[src/rtl/lc3_pkg.sv]
// rtl/lc3_pkg.sv - shared ALU modes, mux codes and register-file constants for the LC-3 datapath
package lc3_pkg;

    typedef enum logic [2:0] {
        ALU_ADD   = 3'b000,
        ALU_AND   = 3'b001,
        ALU_NOT   = 3'b010,
        ALU_PASS  = 3'b011,
        ALU_MUL   = 3'b100,
        ALU_SHL   = 3'b101,
        ALU_SAR   = 3'b110,
        ALU_PASS2 = 3'b111
    } aluk_e;

    localparam logic [1:0] PCMUX_INC  = 2'b00;
    localparam logic [1:0] PCMUX_BUS  = 2'b01;
    localparam logic [1:0] PCMUX_ADDR = 2'b10;
    localparam logic [1:0] PCMUX_HOLD = 2'b11;

    localparam logic [1:0] ADDR2_ZERO  = 2'b00;
    localparam logic [1:0] ADDR2_OFF6  = 2'b01;
    localparam logic [1:0] ADDR2_OFF9  = 2'b10;
    localparam logic [1:0] ADDR2_OFF11 = 2'b11;

    localparam logic [2:0] CC_RESET  = 3'b010;
    localparam int         GPR_COUNT = 8;
    localparam int         REG_IDX_W = 3;

endpackage

[src/rtl/lc3_mul_unit.sv]
// rtl/lc3_mul_unit.sv - iterative shift-add multiplier with busy/done handshake
module lc3_mul_unit
    import lc3_pkg::*;
#(
    parameter int DATA_W = 16,
    parameter bit MUL_EN = 1'b1
) (
    input  logic              clk,
    input  logic              resetn,
    input  logic              start,
    input  logic [DATA_W-1:0] a,
    input  logic [DATA_W-1:0] b,
    output logic              busy,
    output logic              done,
    output logic [DATA_W-1:0] product
);

    localparam int CNT_W = $clog2(DATA_W + 1);

    typedef enum logic [1:0] {
        MUL_IDLE,
        MUL_RUN,
        MUL_DONE
    } mul_state_e;

    mul_state_e        state, next_state;
    logic [DATA_W-1:0] mcand, mplier, acc;
    logic [CNT_W-1:0]  cnt;
    logic              accept;

    assign accept  = (state == MUL_IDLE) && start && MUL_EN;
    assign product = acc;

    always_ff @(posedge clk) begin
        if (!resetn) state <= MUL_IDLE;
        else         state <= next_state;
    end

    always_comb begin
        next_state = state;
        busy       = 1'b0;
        done       = 1'b0;
        case (state)
            MUL_IDLE: if (accept) next_state = MUL_RUN;
            MUL_RUN: begin
                busy = 1'b1;
                if (cnt == CNT_W'(DATA_W - 1)) next_state = MUL_DONE;
            end
            MUL_DONE: begin
                done       = 1'b1;
                next_state = MUL_IDLE;
            end
            default: next_state = MUL_IDLE;
        endcase
    end

    // The accumulator doubles as the product register: it only moves while running.
    always_ff @(posedge clk) begin
        if (!resetn) begin
            mcand  <= '0;
            mplier <= '0;
            acc    <= '0;
            cnt    <= '0;
        end else if (accept) begin
            mcand  <= a;
            mplier <= b;
            acc    <= '0;
            cnt    <= '0;
        end else if (state == MUL_RUN) begin
            if (mplier[0]) acc <= acc + mcand;
            mcand  <= mcand << 1;
            mplier <= mplier >> 1;
            cnt    <= cnt + 1'b1;
        end
    end

endmodule

[src/rtl/lc3_datapath_param.sv]
// rtl/lc3_datapath_param.sv - parametrised LC-3 datapath with extended ALU and multiplier
module lc3_datapath_param
    import lc3_pkg::*;
#(
    parameter int DATA_W = 16,
    parameter int LED_W  = 12,
    parameter int MUL_EN = 1
) (
    input  logic              Clk,
    input  logic              Reset,
    input  logic              LD_MAR,
    input  logic              LD_MDR,
    input  logic              LD_IR,
    input  logic              LD_PC,
    input  logic              LD_REG,
    input  logic              LD_BEN,
    input  logic              LD_CC,
    input  logic              LD_LED,
    input  logic              GatePC,
    input  logic              GateMDR,
    input  logic              GateALU,
    input  logic              GateMARMUX,
    input  logic [1:0]        PCMUX,
    input  logic [1:0]        ADDR2MUX,
    input  logic [2:0]        ALUK,
    input  logic              DRMUX,
    input  logic              SR1MUX,
    input  logic              SR2MUX,
    input  logic              ADDR1MUX,
    input  logic              MIO_EN,
    input  logic              ALU_start,
    input  logic [DATA_W-1:0] Data_to_CPU,
    output logic              ALU_busy,
    output logic              ALU_done,
    output logic [DATA_W-1:0] output_MAR,
    output logic [DATA_W-1:0] output_MDR,
    output logic [DATA_W-1:0] output_IR,
    output logic [DATA_W-1:0] output_PC,
    output logic [2:0]        output_CC,
    output logic              output_BEN,
    output logic [LED_W-1:0]  output_LED,
    output logic              bus_conflict
);

    logic [DATA_W-1:0]    pc, mar, mdr, ir;
    logic [DATA_W-1:0]    gpr [GPR_COUNT];
    logic [LED_W-1:0]     led;
    logic [2:0]           cc;
    logic                 ben;

    logic [REG_IDX_W-1:0] dr_idx, sr1_idx, sr2_idx;
    logic [DATA_W-1:0]    sr1_val, sr2_val;
    logic [DATA_W-1:0]    sext5, sext6, sext9, sext11;
    logic [DATA_W-1:0]    addr1, addr2, addr_sum;
    logic [DATA_W-1:0]    alu_b, alu_out, mul_product;
    logic [DATA_W-1:0]    bus, pc_next;
    logic [2:0]           cc_next;
    logic [2:0]           gate_cnt;

    assign dr_idx  = DRMUX  ? 3'd7 : ir[11:9];
    assign sr1_idx = SR1MUX ? ir[8:6] : ir[11:9];
    assign sr2_idx = ir[2:0];
    assign sr1_val = gpr[sr1_idx];
    assign sr2_val = gpr[sr2_idx];

    assign sext5  = {{(DATA_W-5){ir[4]}},   ir[4:0]};
    assign sext6  = {{(DATA_W-6){ir[5]}},   ir[5:0]};
    assign sext9  = {{(DATA_W-9){ir[8]}},   ir[8:0]};
    assign sext11 = {{(DATA_W-11){ir[10]}}, ir[10:0]};

    assign addr1 = ADDR1MUX ? sr1_val : pc;

    always_comb begin
        addr2 = '0;
        case (ADDR2MUX)
            ADDR2_ZERO:  addr2 = '0;
            ADDR2_OFF6:  addr2 = sext6;
            ADDR2_OFF9:  addr2 = sext9;
            ADDR2_OFF11: addr2 = sext11;
            default:     addr2 = '0;
        endcase
    end

    assign addr_sum = addr1 + addr2;
    assign alu_b    = SR2MUX ? sext5 : sr2_val;

    lc3_mul_unit #(
        .DATA_W (DATA_W),
        .MUL_EN (MUL_EN != 0)
    ) u_mul (
        .clk     (Clk),
        .resetn  (Reset),
        .start   (ALU_start && (ALUK == ALU_MUL)),
        .a       (sr1_val),
        .b       (alu_b),
        .busy    (ALU_busy),
        .done    (ALU_done),
        .product (mul_product)
    );

    always_comb begin
        alu_out = sr1_val;
        case (ALUK)
            ALU_ADD:   alu_out = sr1_val + alu_b;
            ALU_AND:   alu_out = sr1_val & alu_b;
            ALU_NOT:   alu_out = ~sr1_val;
            ALU_PASS:  alu_out = sr1_val;
            ALU_MUL:   alu_out = mul_product;
            ALU_SHL:   alu_out = {sr1_val[DATA_W-2:0], 1'b0};
            ALU_SAR:   alu_out = {sr1_val[DATA_W-1], sr1_val[DATA_W-1:1]};
            ALU_PASS2: alu_out = sr1_val;
            default:   alu_out = sr1_val;
        endcase
    end

    // Priority only matters when the controller misbehaves; bus_conflict flags it.
    always_comb begin
        bus = '0;
        if (GateMDR)         bus = mdr;
        else if (GateALU)    bus = alu_out;
        else if (GatePC)     bus = pc;
        else if (GateMARMUX) bus = addr_sum;
    end

    assign gate_cnt     = {2'b00, GatePC} + {2'b00, GateMDR} + {2'b00, GateALU} + {2'b00, GateMARMUX};
    assign bus_conflict = (gate_cnt > 3'd1);

    always_comb begin
        pc_next = pc;
        case (PCMUX)
            PCMUX_INC:  pc_next = pc + 1'b1;
            PCMUX_BUS:  pc_next = bus;
            PCMUX_ADDR: pc_next = addr_sum;
            PCMUX_HOLD: pc_next = pc;
            default:    pc_next = pc;
        endcase
    end

    always_comb begin
        if (bus[DATA_W-1])   cc_next = 3'b100;
        else if (bus == '0)  cc_next = 3'b010;
        else                 cc_next = 3'b001;
    end

    always_ff @(posedge Clk) begin
        if (!Reset) begin
            pc  <= '0;
            mar <= '0;
            mdr <= '0;
            ir  <= '0;
            led <= '0;
            cc  <= CC_RESET;
            ben <= 1'b0;
            for (int i = 0; i < GPR_COUNT; i++) gpr[i] <= '0;
        end else begin
            if (LD_PC)  pc  <= pc_next;
            if (LD_MAR) mar <= bus;
            if (LD_MDR) mdr <= MIO_EN ? Data_to_CPU : bus;
            if (LD_IR)  ir  <= bus;
            if (LD_REG) gpr[dr_idx] <= bus;
            if (LD_CC)  cc  <= cc_next;
            if (LD_BEN) ben <= |(ir[11:9] & cc);
            led <= LD_LED ? ir[LED_W-1:0] : '0;
        end
    end

    assign output_PC  = pc;
    assign output_MAR = mar;
    assign output_MDR = mdr;
    assign output_IR  = ir;
    assign output_CC  = cc;
    assign output_BEN = ben;
    assign output_LED = led;

endmodule
[config.mk]
export PLATFORM = sky130hd
export DESIGN_NAME = lc3_datapath_param
export DESIGN_NICKNAME = d
export VERILOG_FILES = /design/src/rtl/lc3_pkg.sv /design/src/rtl/lc3_mul_unit.sv /design/src/rtl/lc3_datapath_param.sv
export SDC_FILE = /design/constraint.sdc
export NUM_CORES = 1
export LEC_CHECK = 0
export ABC_AREA = 1
export CAP_MARGIN = 0
export CORE_MARGIN = 2
export CORE_UTILIZATION = 35
export DETAILED_ROUTE_END_ITERATION = 12
export GPL_TIMING_DRIVEN = 0
export SYNTH_ARGS = -nofsm -noshare
export SYNTH_HDL_FRONTEND = slang
export SYNTH_SLANG_ARGS = --single-unit
[constraint.sdc]
create_clock -name Clk -period 4.6 [get_ports Clk]
set_input_delay 0.92 -clock Clk [delete_from_list [all_inputs] [get_ports Clk]]
set_output_delay 0.92 -clock Clk [all_outputs]
set_load 0.01 [all_outputs]
==> impl_results.md <==
* Status: finished clean
* Yosys top cell area share at 22.7%
* PnR Total Power at between 0.007 and 0.008 W
* Rows at 80
* Gr ovfl total at 0
* Routed Antenna Nets at 0
* Final-layout fill cell count at between 4k and 5k
* Worst-Margin Slew at around 1.1 ns
* Final net count at roughly 2.6k
* Hold buffers post-CTS at 0
* Leading cell type in the layout, fill and taps excluded: nand2_1
* DP Worst Slack at -1.11 ns
* CP startpoint: SR2MUX
* Hold path startpoint: u_mul.mplier[14]
* Vias/cell at about 5.6
* Peak Freq at between 200 and 250 MHz
* Pin count of the biggest net entering global routing at 17
* Max Cap Violations at 0
* First-pass GRT wire length at around 110 mm
* Hold-critical path depth at 2
* Initial Util at a little over a third
* Seq/Total Area, Yosys at roughly two fifths
* Critical path arrival at around 4.8 ns
* Post-synthesis net count at ~2.5k
* Startpoint Class: primary input
* Initial drt markers at 2,051
* RR Startpoint: output_IR[6]
* LEAKAGE at approximately 8.7 nW
* All-Layer GR Usage at 28.6%
* Fin crit period at ~4.5 ns
* Die Width at about 220 um
* Placed Area at about 0.019 mm2
* Most used DFF post-synth: dfxtp_1
* Layout cells sized above 1 at 7.51%
* Final Hold Vio Count at 0
* Synth area leaders: edfxtp_1 23%, dfxtp_1 16%, nand2_1 12%, nand3_1 6.8%, nor2_1 6.0%
* Critical path required time at roughly 4.9 ns
* PD cells at 358 mW/mm2
* Clock Path Buffers at 3
* I/O pin total at approximately 130
* Cell taking the most area after synthesis: edfxtp_1
* Drt total wl at approximately 73 mm
* R2R Path End: output_MDR[10]
* Post-route cell area at 0.0203 mm2
* Drt drc at 0
* Vias in the first global route at approximately 17k
* Max_slew headroom at between 20% and 30%
* Fraction of registers with async set/reset at 0%
* Clk pin slew, worst setup/hold paths at around 0.060 ns
* Setup ws final at ~0.074 ns
* Final period util at a little over nine tenths
* Die Area at 0.0502 mm2
* Clock Tree Root: clkbuf_16
* Final setup viols at 0
* Worst setup path category: in -> reg
* Storage cell area at 0.00661 mm2
* Syn-to-layout area delta at 19.9%
* Core area at about 0.048 mm2
* CP max FO at 10
* WL/cell at about 23 um
* Slew Viols, Final at 0
* YS warnings at 0
* RSZ-0062 raised after global routing: true
* Final core area utilization at between 40% and 50%
* DP Wirelength at ~55 mm
* Post-synth cell types at between 50 and 60
* Hold_ws at about 0.48 ns
* Maximum VDD drop at 0.272 mV
* Reg2Reg Setup Slack at between 0.15 and 0.2 ns
* CP Capture Type: register
* DR pass1 iterations at 6
* Clk_skew at ~0.021 ns
* EDFF count, synth at about 130
* Total clock sinks at 266
* Via count at 17.7k
* R2R depth at 28
* Worst-Skew Late Latency at 0.57 ns
* Endpoint, Worst Hold: u_mul.mplier[14]
* CTS tree: yes
* H-tree depth at 2
* Post-Syn Instances at 2,382
* Area of the multi-input gates at about 0.0088 mm2
* Initial antenna violation count at 1
* Diodes inserted at 0
* Commonest cells after routing, fill and taps aside: 512 x nand2_1, 269 x nor2_1, 264 x inv_1
* Hold crit path type: reg -> reg
* RePlAce Congestion at 0.991
* Syn Area/Cell at slightly above 7 um2
* Post-synthesis instance area at 0.0169 mm2
* Port bufs at between 100 and 150
* Die span in y at around 220 um
* Seq cells post-synth at 266
* TritonCTS buffer count at 34
-- cell usage after synthesis (all sizes together), types with 23 or more instances --
master / number
nand2: 539
inv: 277
nor2: 270
nand3: 237
o21ai: 190
a21oi: 185
dfxtp: 138
edfxtp: 128
clkbuf: 90
o211ai: 54
ha: 52
buf: 42
xor2: 26
o221ai: 23
-- timing repair --
action,CTS,global route
gates resized for setup,24,65
pin swaps,0,4
buffers inserted,0,6
setup endpoints to repair,138,130
hold endpoints to repair,0,0
gates cloned,0,0
-- metrics by stage --
stage	cells	TNS [ns]
2_1_floorplan	2382	0
3_3_place_gp	3119	-123.64
3_5_place_dp	3119	-122.55
4_1_cts	3179	0
5_1_grt	3185	-0.0567
6_report	3185	0
-- final cells by class --
class / count / share of cell area (%)
timing repair buffer: 128 / 6.23
clock buffer: 47 / 4.84
multi-input combinational: 1702 / 43.2
sequential: 266 / 32.6
buffer: 131 / 3.43
inverter: 282 / 5.24
tap: 615 / 3.79
clock inverter: 14 / 0.708
-- flip-flops by register name (all words and copies together), names as in the netlist, named ones only --
name and flops:
u_mul.mplier 16, output_LED 12, output_MAR 16, gpr 128
u_mul.cnt 5, output_IR 16, u_mul.state 2, u_mul.mcand 16
output_CC 3, output_MDR 16, output_BEN 1, output_PC 16
u_mul.product 16
-- worst max-delay path, stage by stage --
cell and delay (ns):
clkdlybuf4s50_1 0.59, inv_1 0.08, clkbuf_2 0.29, o21ai_0 0.83, ha_1 0.35, a21oi_2 0.10, o21bai_1 0.25, inv_1 0.09
nand2_1 0.08, nand3_1 0.11, nand2_1 0.09, nand2_1 0.05, nand3_1 0.06, nand4_1 0.14, nand3_1 0.25, nand2_2 0.14
inv_2 0.09, buf_4 0.21, nor2_1 0.07
-- per-layer routing --
metal	GRT usage [%]	wire length (um)	vias to the layer above
li1	-	-	8286
met1	37.9	30000	8303
met2	44.3	31800	917
met3	6.55	7760	175
met4	13.0	3380	2
met5	0	11	-
-- kinds of logic after synthesis --
| group | after synthesis | share of synthesized area, % |
|---|---|---|
| buf+inv | 414 | 10.1 |
| compound gates | 515 | 17.5 |
| simple gates | 1096 | 27.3 |
| xor+xnor | 35 | 1.81 |
| fa+ha+maj | 56 | 4.31 |
| flops | 266 | 39.0 |
-- worst max-delay path by stage --
stage                    endpoint  depth (start not counted)  slack, ns
global placement       gpr[2][12]                         21      -1.13
finish                 gpr[7][15]                         19       0.07
global route         output_CC[0]                         30      -0.04
detailed placement  output_MDR[8]                         26      -1.11
CTS                  output_CC[0]                         25      0.004
floorplan            output_CC[0]                         29       0.50
-- power by group --
group | leakage [nW] | internal [W] | switching [W]
clock | 0.546 | 0.00157 | 0.00114
sequential | 2.46 | 0.00260 | 0.000103
combinational | 5.67 | 0.000583 | 0.00129
total | 8.67 | 0.00475 | 0.00253
(Power assumes the default switching activity.)
